<file path="src/rtl/mips_pkg.sv">
// Shared encodings for the MIPS ID stage: opcode/funct values, ALU op codes, instruction field
// positions and the decoded-instruction bundle passed from instr_decoder to decode_stage.
package mips_pkg;

   localparam int WORD_W = 32;
   localparam int GPR_AW = 5;

   localparam int OP_MSB = 31, OP_LSB = 26;
   localparam int RS_MSB = 25, RS_LSB = 21;
   localparam int RT_MSB = 20, RT_LSB = 16;
   localparam int RD_MSB = 15, RD_LSB = 11;
   localparam int SH_MSB = 10, SH_LSB = 6;
   localparam int FN_MSB = 5,  FN_LSB = 0;
   localparam int IMM_MSB = 15;

   localparam logic [5:0] OP_RTYPE = 6'h00;
   localparam logic [5:0] OP_BEQ   = 6'h04;
   localparam logic [5:0] OP_BNE   = 6'h05;
   localparam logic [5:0] OP_ADDI  = 6'h08;
   localparam logic [5:0] OP_ADDIU = 6'h09;
   localparam logic [5:0] OP_SLTI  = 6'h0A;
   localparam logic [5:0] OP_SLTIU = 6'h0B;
   localparam logic [5:0] OP_ANDI  = 6'h0C;
   localparam logic [5:0] OP_ORI   = 6'h0D;
   localparam logic [5:0] OP_XORI  = 6'h0E;
   localparam logic [5:0] OP_LUI   = 6'h0F;
   localparam logic [5:0] OP_LW    = 6'h23;
   localparam logic [5:0] OP_SW    = 6'h2B;

   localparam logic [5:0] FN_SLL  = 6'h00;
   localparam logic [5:0] FN_SRL  = 6'h02;
   localparam logic [5:0] FN_SRA  = 6'h03;
   localparam logic [5:0] FN_ADD  = 6'h20;
   localparam logic [5:0] FN_ADDU = 6'h21;
   localparam logic [5:0] FN_SUB  = 6'h22;
   localparam logic [5:0] FN_SUBU = 6'h23;
   localparam logic [5:0] FN_AND  = 6'h24;
   localparam logic [5:0] FN_OR   = 6'h25;
   localparam logic [5:0] FN_XOR  = 6'h26;
   localparam logic [5:0] FN_NOR  = 6'h27;
   localparam logic [5:0] FN_SLT  = 6'h2A;
   localparam logic [5:0] FN_SLTU = 6'h2B;

   localparam logic [3:0] ALU_ADD  = 4'd0;
   localparam logic [3:0] ALU_ADDU = 4'd1;
   localparam logic [3:0] ALU_SUB  = 4'd2;
   localparam logic [3:0] ALU_SUBU = 4'd3;
   localparam logic [3:0] ALU_AND  = 4'd4;
   localparam logic [3:0] ALU_OR   = 4'd5;
   localparam logic [3:0] ALU_XOR  = 4'd6;
   localparam logic [3:0] ALU_NOR  = 4'd7;
   localparam logic [3:0] ALU_SLT  = 4'd8;
   localparam logic [3:0] ALU_SLTU = 4'd9;
   localparam logic [3:0] ALU_SLL  = 4'd10;
   localparam logic [3:0] ALU_SRL  = 4'd11;
   localparam logic [3:0] ALU_SRA  = 4'd12;
   localparam logic [3:0] ALU_LUI  = 4'd13;

   typedef struct packed {
      logic [GPR_AW-1:0] rs;
      logic [GPR_AW-1:0] rt;
      logic [4:0]        shamt;
      logic [GPR_AW-1:0] dest;
      logic [WORD_W-1:0] imm;
      logic [3:0]        alu_op;
      logic              alu_src_imm;
      logic              reg_write;
      logic              mem_read;
      logic              mem_write;
      logic              illegal;
      logic              uses_rt;
   } dec_t;

endpackage

</file>
<file path="src/rtl/instr_decoder.sv">
// Combinational instruction decode: fields, extended immediate, ALU op and control bits.
// No state; illegal encodings come out with every side-effect bit cleared.
module instr_decoder
   import mips_pkg::*;
(
   input  logic [WORD_W-1:0] instr,
   output dec_t              dec
);

   logic [5:0]  opcode;
   logic [5:0]  funct;
   logic [15:0] imm16;

   assign opcode = instr[OP_MSB:OP_LSB];
   assign funct  = instr[FN_MSB:FN_LSB];
   assign imm16  = instr[IMM_MSB:0];

   always_comb begin
      dec             = '0;
      dec.rs          = instr[RS_MSB:RS_LSB];
      dec.rt          = instr[RT_MSB:RT_LSB];
      dec.shamt       = instr[SH_MSB:SH_LSB];
      dec.dest        = instr[RT_MSB:RT_LSB];
      dec.imm         = {{16{imm16[15]}}, imm16};
      dec.alu_op      = ALU_ADD;
      case (opcode)
         OP_RTYPE: begin
            dec.dest      = instr[RD_MSB:RD_LSB];
            dec.uses_rt   = 1'b1;
            dec.reg_write = 1'b1;
            case (funct)
               FN_ADD:  dec.alu_op = ALU_ADD;
               FN_ADDU: dec.alu_op = ALU_ADDU;
               FN_SUB:  dec.alu_op = ALU_SUB;
               FN_SUBU: dec.alu_op = ALU_SUBU;
               FN_AND:  dec.alu_op = ALU_AND;
               FN_OR:   dec.alu_op = ALU_OR;
               FN_XOR:  dec.alu_op = ALU_XOR;
               FN_NOR:  dec.alu_op = ALU_NOR;
               FN_SLT:  dec.alu_op = ALU_SLT;
               FN_SLTU: dec.alu_op = ALU_SLTU;
               FN_SLL:  dec.alu_op = ALU_SLL;
               FN_SRL:  dec.alu_op = ALU_SRL;
               FN_SRA:  dec.alu_op = ALU_SRA;
               default: begin
                  dec.illegal   = 1'b1;
                  dec.reg_write = 1'b0;
               end
            endcase
         end
         OP_ADDI, OP_ADDIU, OP_SLTI, OP_SLTIU: begin
            dec.alu_src_imm = 1'b1;
            dec.reg_write   = 1'b1;
            case (opcode)
               OP_ADDI:  dec.alu_op = ALU_ADD;
               OP_ADDIU: dec.alu_op = ALU_ADDU;
               OP_SLTI:  dec.alu_op = ALU_SLT;
               default:  dec.alu_op = ALU_SLTU;
            endcase
         end
         OP_ANDI, OP_ORI, OP_XORI: begin
            dec.imm         = {16'h0, imm16};
            dec.alu_src_imm = 1'b1;
            dec.reg_write   = 1'b1;
            case (opcode)
               OP_ANDI: dec.alu_op = ALU_AND;
               OP_ORI:  dec.alu_op = ALU_OR;
               default: dec.alu_op = ALU_XOR;
            endcase
         end
         OP_LUI: begin
            dec.imm         = {imm16, 16'h0};
            dec.alu_op      = ALU_LUI;
            dec.alu_src_imm = 1'b1;
            dec.reg_write   = 1'b1;
         end
         OP_LW: begin
            dec.alu_op      = ALU_ADDU;
            dec.alu_src_imm = 1'b1;
            dec.reg_write   = 1'b1;
            dec.mem_read    = 1'b1;
         end
         OP_SW: begin
            dec.alu_op      = ALU_ADDU;
            dec.alu_src_imm = 1'b1;
            dec.mem_write   = 1'b1;
            dec.uses_rt     = 1'b1;
         end
         OP_BEQ, OP_BNE: begin
            dec.alu_op  = ALU_SUBU;
            dec.uses_rt = 1'b1;
         end
         default: dec.illegal = 1'b1;
      endcase
      // $0 is hardwired, so a write to it is architecturally a no-op
      if (dec.dest == '0)
         dec.reg_write = 1'b0;
   end

endmodule

</file>
<file path="src/rtl/decode_stage.sv">
// ID stage: writeback bypass, load-use detection, decode; 1-cycle latency into ID/EX.
// ex_stall holds ID/EX and raises id_stall; a load-use hazard inserts a single bubble.
module decode_stage
   import mips_pkg::*;
#(
   parameter int DATA_W = 32,
   parameter int REG_AW = 5
) (
   input  logic              clock,
   input  logic              nreset,
   input  logic              if_valid,
   input  logic [31:0]       if_instr,
   input  logic [31:0]       if_pc_plus4,
   input  logic              flush,
   input  logic              ex_stall,
   input  logic              wb_w_en,
   input  logic [REG_AW-1:0] wb_waddr,
   input  logic [DATA_W-1:0] wb_data,
   output logic [REG_AW-1:0] rf_rd_addr_rs,
   output logic [REG_AW-1:0] rf_rd_addr_rt,
   input  logic [DATA_W-1:0] rf_data_rs,
   input  logic [DATA_W-1:0] rf_data_rt,
   output logic              id_stall,
   output logic              ex_valid,
   output logic [DATA_W-1:0] ex_rs_data,
   output logic [DATA_W-1:0] ex_rt_data,
   output logic [DATA_W-1:0] ex_imm,
   output logic [4:0]        ex_shamt,
   output logic [REG_AW-1:0] ex_dest,
   output logic [3:0]        ex_alu_op,
   output logic              ex_alu_src_imm,
   output logic              ex_reg_write,
   output logic              ex_mem_read,
   output logic              ex_mem_write,
   output logic              ex_illegal,
   output logic [31:0]       ex_pc_plus4
);

   dec_t              dec;
   logic [DATA_W-1:0] rs_val;
   logic [DATA_W-1:0] rt_val;
   logic              haz;

   instr_decoder u_instr_decoder (
      .instr (if_instr),
      .dec   (dec)
   );

   assign rf_rd_addr_rs = dec.rs;
   assign rf_rd_addr_rt = dec.rt;

   // register_file commits at the same edge that ID/EX captures, so a same-cycle write must be bypassed
   function automatic logic [DATA_W-1:0] pick_operand(input logic [REG_AW-1:0] addr,
                                                      input logic [DATA_W-1:0] rf_val);
      if (addr == '0)
         return '0;
      else if (wb_w_en && (wb_waddr == addr))
         return wb_data;
      else
         return rf_val;
   endfunction

   assign rs_val = pick_operand(dec.rs, rf_data_rs);
   assign rt_val = pick_operand(dec.rt, rf_data_rt);

   assign haz = ex_valid && ex_mem_read && (ex_dest != '0) &&
                ((ex_dest == dec.rs) || (dec.uses_rt && (ex_dest == dec.rt)));

   assign id_stall = ex_stall | (if_valid & haz & ~flush);

   always_ff @(posedge clock or negedge nreset) begin
      if (!nreset) begin
         ex_valid       <= 1'b0;
         ex_rs_data     <= '0;
         ex_rt_data     <= '0;
         ex_imm         <= '0;
         ex_shamt       <= '0;
         ex_dest        <= '0;
         ex_alu_op      <= '0;
         ex_alu_src_imm <= 1'b0;
         ex_reg_write   <= 1'b0;
         ex_mem_read    <= 1'b0;
         ex_mem_write   <= 1'b0;
         ex_illegal     <= 1'b0;
         ex_pc_plus4    <= '0;
      end else if (flush) begin
         ex_valid <= 1'b0;
      end else if (!ex_stall) begin
         if (haz) begin
            ex_valid <= 1'b0;
         end else begin
            ex_valid       <= if_valid;
            ex_rs_data     <= rs_val;
            ex_rt_data     <= rt_val;
            ex_imm         <= dec.imm;
            ex_shamt       <= dec.shamt;
            ex_dest        <= dec.dest;
            ex_alu_op      <= dec.alu_op;
            ex_alu_src_imm <= dec.alu_src_imm;
            ex_reg_write   <= dec.reg_write;
            ex_mem_read    <= dec.mem_read;
            ex_mem_write   <= dec.mem_write;
            ex_illegal     <= dec.illegal;
            ex_pc_plus4    <= if_pc_plus4;
         end
      end
   end

endmodule

</file>
<file path="config.mk">
export PLATFORM = sky130hd
export DESIGN_NAME = decode_stage
export DESIGN_NICKNAME = d
export VERILOG_FILES = /design/src/rtl/mips_pkg.sv /design/src/rtl/instr_decoder.sv /design/src/rtl/decode_stage.sv
export SDC_FILE = /design/constraint.sdc
export NUM_CORES = 1
export LEC_CHECK = 0
export BUFFER_PORTS_ARGS = -buffer_cell sky130_fd_sc_hd__buf_2
export CAP_MARGIN = 20
export CORE_MARGIN = 2
export CORE_UTILIZATION = 43
export CTS_CLUSTER_DIAMETER = 60
export CTS_CLUSTER_SIZE = 16
export DETAILED_ROUTE_END_ITERATION = 10
export PLACE_DENSITY = 0.75
export SLEW_MARGIN = 20
export SYNTH_ARGS = -nofsm -noshare
export SYNTH_HDL_FRONTEND = slang
export SYNTH_SLANG_ARGS = --single-unit
</file>
<file path="constraint.sdc">
create_clock -name clock -period 3.5 [get_ports clock]
set_clock_uncertainty 0.05 [all_clocks]
set_input_delay 1.05 -clock clock [delete_from_list [all_inputs] [get_ports clock]]
set_output_delay 1.05 -clock clock [all_outputs]
set_load 0.03 [all_outputs]
</file>
==> results.md <==
* Yosys top cell area share at 50.10%
* WL met1 at 9.475 mm
* Post-Place Setup Slack at 0.03971 ns
* Synthesized Nets at 851
* Crit path time final at 3.462 ns
* Top FF cell, synth: dfrtp_1
* Post-synth top cells: dfrtp_1, o21ai_0, o31ai_1
* Depth of the CTS H-tree at 4
* DR WL met2 at 11.15 mm
* Inserted Diodes at 0
* Pin count of the biggest net entering global routing at 82
* Die extent in x at 135.1 microns
* Slew @ Worst Pin at 0.7598 ns
* Count of hold-fix buffers inserted at cts at 0
* Die Area at 18260 sq um
* Fillers at 1434
* Worst Path Arrival at 2.36 ns
* Hold depth at 1
* WHS at 0.4378 ns
* Initial Util at 44.26%
* Comb pwr share at 25.6%
* First-pass GRT wire length at 34.97 mm
* Placed insts at 1181
* Synth top area cells: dfrtp_1, o21ai_0, mux2i_1, o31ai_1, mux2_2
* Internal power at 3.536 mW
* Clock share of power at 35.7%
* Routed WL at 22.62 mm
* Synth Warn # at 0
* Crit Path Class: input pin to output port
* DRT iter0 DRCs at 461
* Port bufs at 329
* Grt total ovfl at 0
* Met3 wire len at 1.633 mm
* Worst rel slew slack at 49.35%
* Num ports at 330
* Final WS setup at 0.03827 ns
* CP max FO at 4
* Clk_lat worst skew at 0.42 ns
* NetSw at 1.762 mW
* Seq pwr share at 38.7%
* Routed len/inst at 18.59 microns
* Clock Path Buffers at 2
* First-pass iteration count of the detailed router at 4
* Worst reg2reg path depth at 8
* CTS Root Cell: clkbuf_16
* Tcrit/Tclk final at 98.91%
* Non-Filler Instances at 1217
* Vias per inst at 5.531
* Number of global-route vias before repair at 6547
* DRT antenna net count at 0
* Synth area leader: dfrtp_1
* Cell Rows at 47
* Synthesized area at 7392 sq um
* Share of flip-flops with an asynchronous set or reset at 100.0%
* Netlist cell types at 47
* Layout cells sized above 1 at 45.14%
* Worst Setup End Kind: output port
* CTS Buf Count at 17
* GRT Total Usage at 24.45%
* CTS tree: built
* Most common cell in the synthesized netlist: dfrtp_1
* Max-cap violations at 0
* PD cells at 535.0 nW/um^2
* Placeable Area at 16700 sq um
* HP Class: flop to flop
* Final setup fails at 0
* Critical path data required time at 2.40 ns
* Setup crit start kind: input pin
* Drc violations at 0
* HPWL Detailed at 16.31 mm
* Final GP Congestion at 0.9370
* Post-Syn Instances at 680
* Sw frac at 33.25%
* Synthesized area per cell at 10.87 sq um
* Status: complete, no violations
* Worst VDD drop at 322.1 uV
* Synthesis-stage register bit count at 148
* Seq/Total Area, Yosys at 50.10%
* Synth-to-layout area growth at 33.97%
* Post-synth EDFFs at 0
* Die height at 135.1 microns
* Layout Nets at 1155
* Hold Vio Cnt, Final at 0
* Slew Limit Fails at 0
* Clk pin slew, worst setup/hold paths at 0.06 ns
* Top layer in use: met4
* CTS sink cnt at 148
* Vias at 6731
* Max Clock Freq at 288.9 MHz
* Initial antenna violation count at 0
* Leak at 4.587 nW
==> kinds of logic (layout without fill, tap and decap cells) <==
logic type | Yosys count | count (layout) | share of synthesized area (%)
xor+xnor | 20 | 20 | 2.370
flops | 148 | 148 | 50.10
mux | 104 | 104 | 14.91
buf+inv | 91 | 408 | 6.330
compound gates | 262 | 262 | 21.87
simple gates | 55 | 55 | 4.418
==> stage by stage <==
step | power, mW | instance area (sq um) | setup TNS (ns) | utilization (%)
4_1_cts | 5.337 | 9882 | 0 | 59.17
5_1_grt | 5.532 | 9903 | -0.01654 | 59.30
6_report | 5.298 | 9903 | 0 | 59.30
3_5_place_dp | 3.434 | 9241 | 0 | 55.33
2_1_floorplan | 2.914 | 7425 | 0 | -
3_3_place_gp | 3.405 | 9239 | 0 | 55.32
==> per-layer routing <==
layer,GRT usage (%),vias up
met5,0,-
met4,7.523,0
met3,6.344,28
met2,40.78,284
met1,31.39,3310
li1,-,3109
==> path summary, 6_finish.rpt <==
kind | slack [ns] | endpoint | start
worst max register to register | 0.72 | ex_pc_plus4[2] | ex_dest[3]
worst min-delay path | 0.44 | ex_pc_plus4[8] | ex_pc_plus4[8]
min in group asynchronous | 0.53 | ex_rs_data[19] | nreset
worst max-delay path | 0.04 | id_stall | if_instr[21]
worst min register to register | 0.44 | ex_pc_plus4[8] | ex_pc_plus4[8]
max in group asynchronous | 2.06 | ex_imm[3] | nreset
==> flip-flops by register name, summed over array words and instances (netlist names) <==
signal and cells:
ex_alu_op 4, ex_alu_src_imm 1, ex_dest 5, ex_illegal 1, ex_imm 32, ex_mem_read 1, ex_mem_write 1, ex_pc_plus4 32
ex_reg_write 1, ex_rs_data 32, ex_rt_data 32, ex_shamt 5, ex_valid 1
==> worst max-delay path, cell delays in order <==
cell     delay [ns]
buf_2          0.14
xnor2_1        0.17
nand3_1        0.14
nor4_2         0.35
or2_4          0.19
a31o_4         0.13
buf_2          0.19
==> power by group through the flow <==
| stage | registers, mW | clock network, mW | logic, mW |
|---|---|---|---|
| 2_1_floorplan | 2.53 | 0 | 0.387 |
| 3_3_place_gp | 2.07 | 0 | 1.34 |
| 3_5_place_dp | 2.08 | 0 | 1.35 |
| 4_1_cts | 2.05 | 1.92 | 1.36 |
| 5_1_grt | 2.08 | 2.01 | 1.45 |
| 6_report | 2.05 | 1.89 | 1.36 |
==> final cells by class <==
cell class	count	area, sq um	area share (%)
well taps	220	275.3	2.780
inverters	15	56.30	0.5685
clock inverters	13	173.9	1.756
multi-input cells	441	3281	33.13
flip-flops and latches	148	3706	37.42
clock buffers	19	442.9	4.473
repair buffers	361	1968	19.87
==> timing repair <==
| action | 4_1_cts | 5_1_grt |
|---|---|---|
| setup endpoints to repair | 1 | 1 |
| gates cloned | 0 | 0 |
| pin swaps | 1 | 1 |
| setup buffers | 3 | 1 |
| gates resized for setup | 1 | 3 |
==> placed cells by master, fill, tap and decap left out, types with 9 or more instances in the layout <==
master | synthesis | layout
a21oi_1 | 26 | 26
buf_2 | 4 | 328
buf_4 | 14 | 26
clkbuf_16 | 0 | 17
dfrtp_1 | 148 | 146
inv_1 | 15 | 15
mux2_2 | 35 | 35
mux2i_1 | 64 | 64
nand2b_1 | 10 | 10
nor2_1 | 12 | 9
o21ai_0 | 138 | 138
o31ai_1 | 75 | 75
xnor2_1 | 10 | 10
xor2_1 | 10 | 10
(Power assumes the default switching activity.)
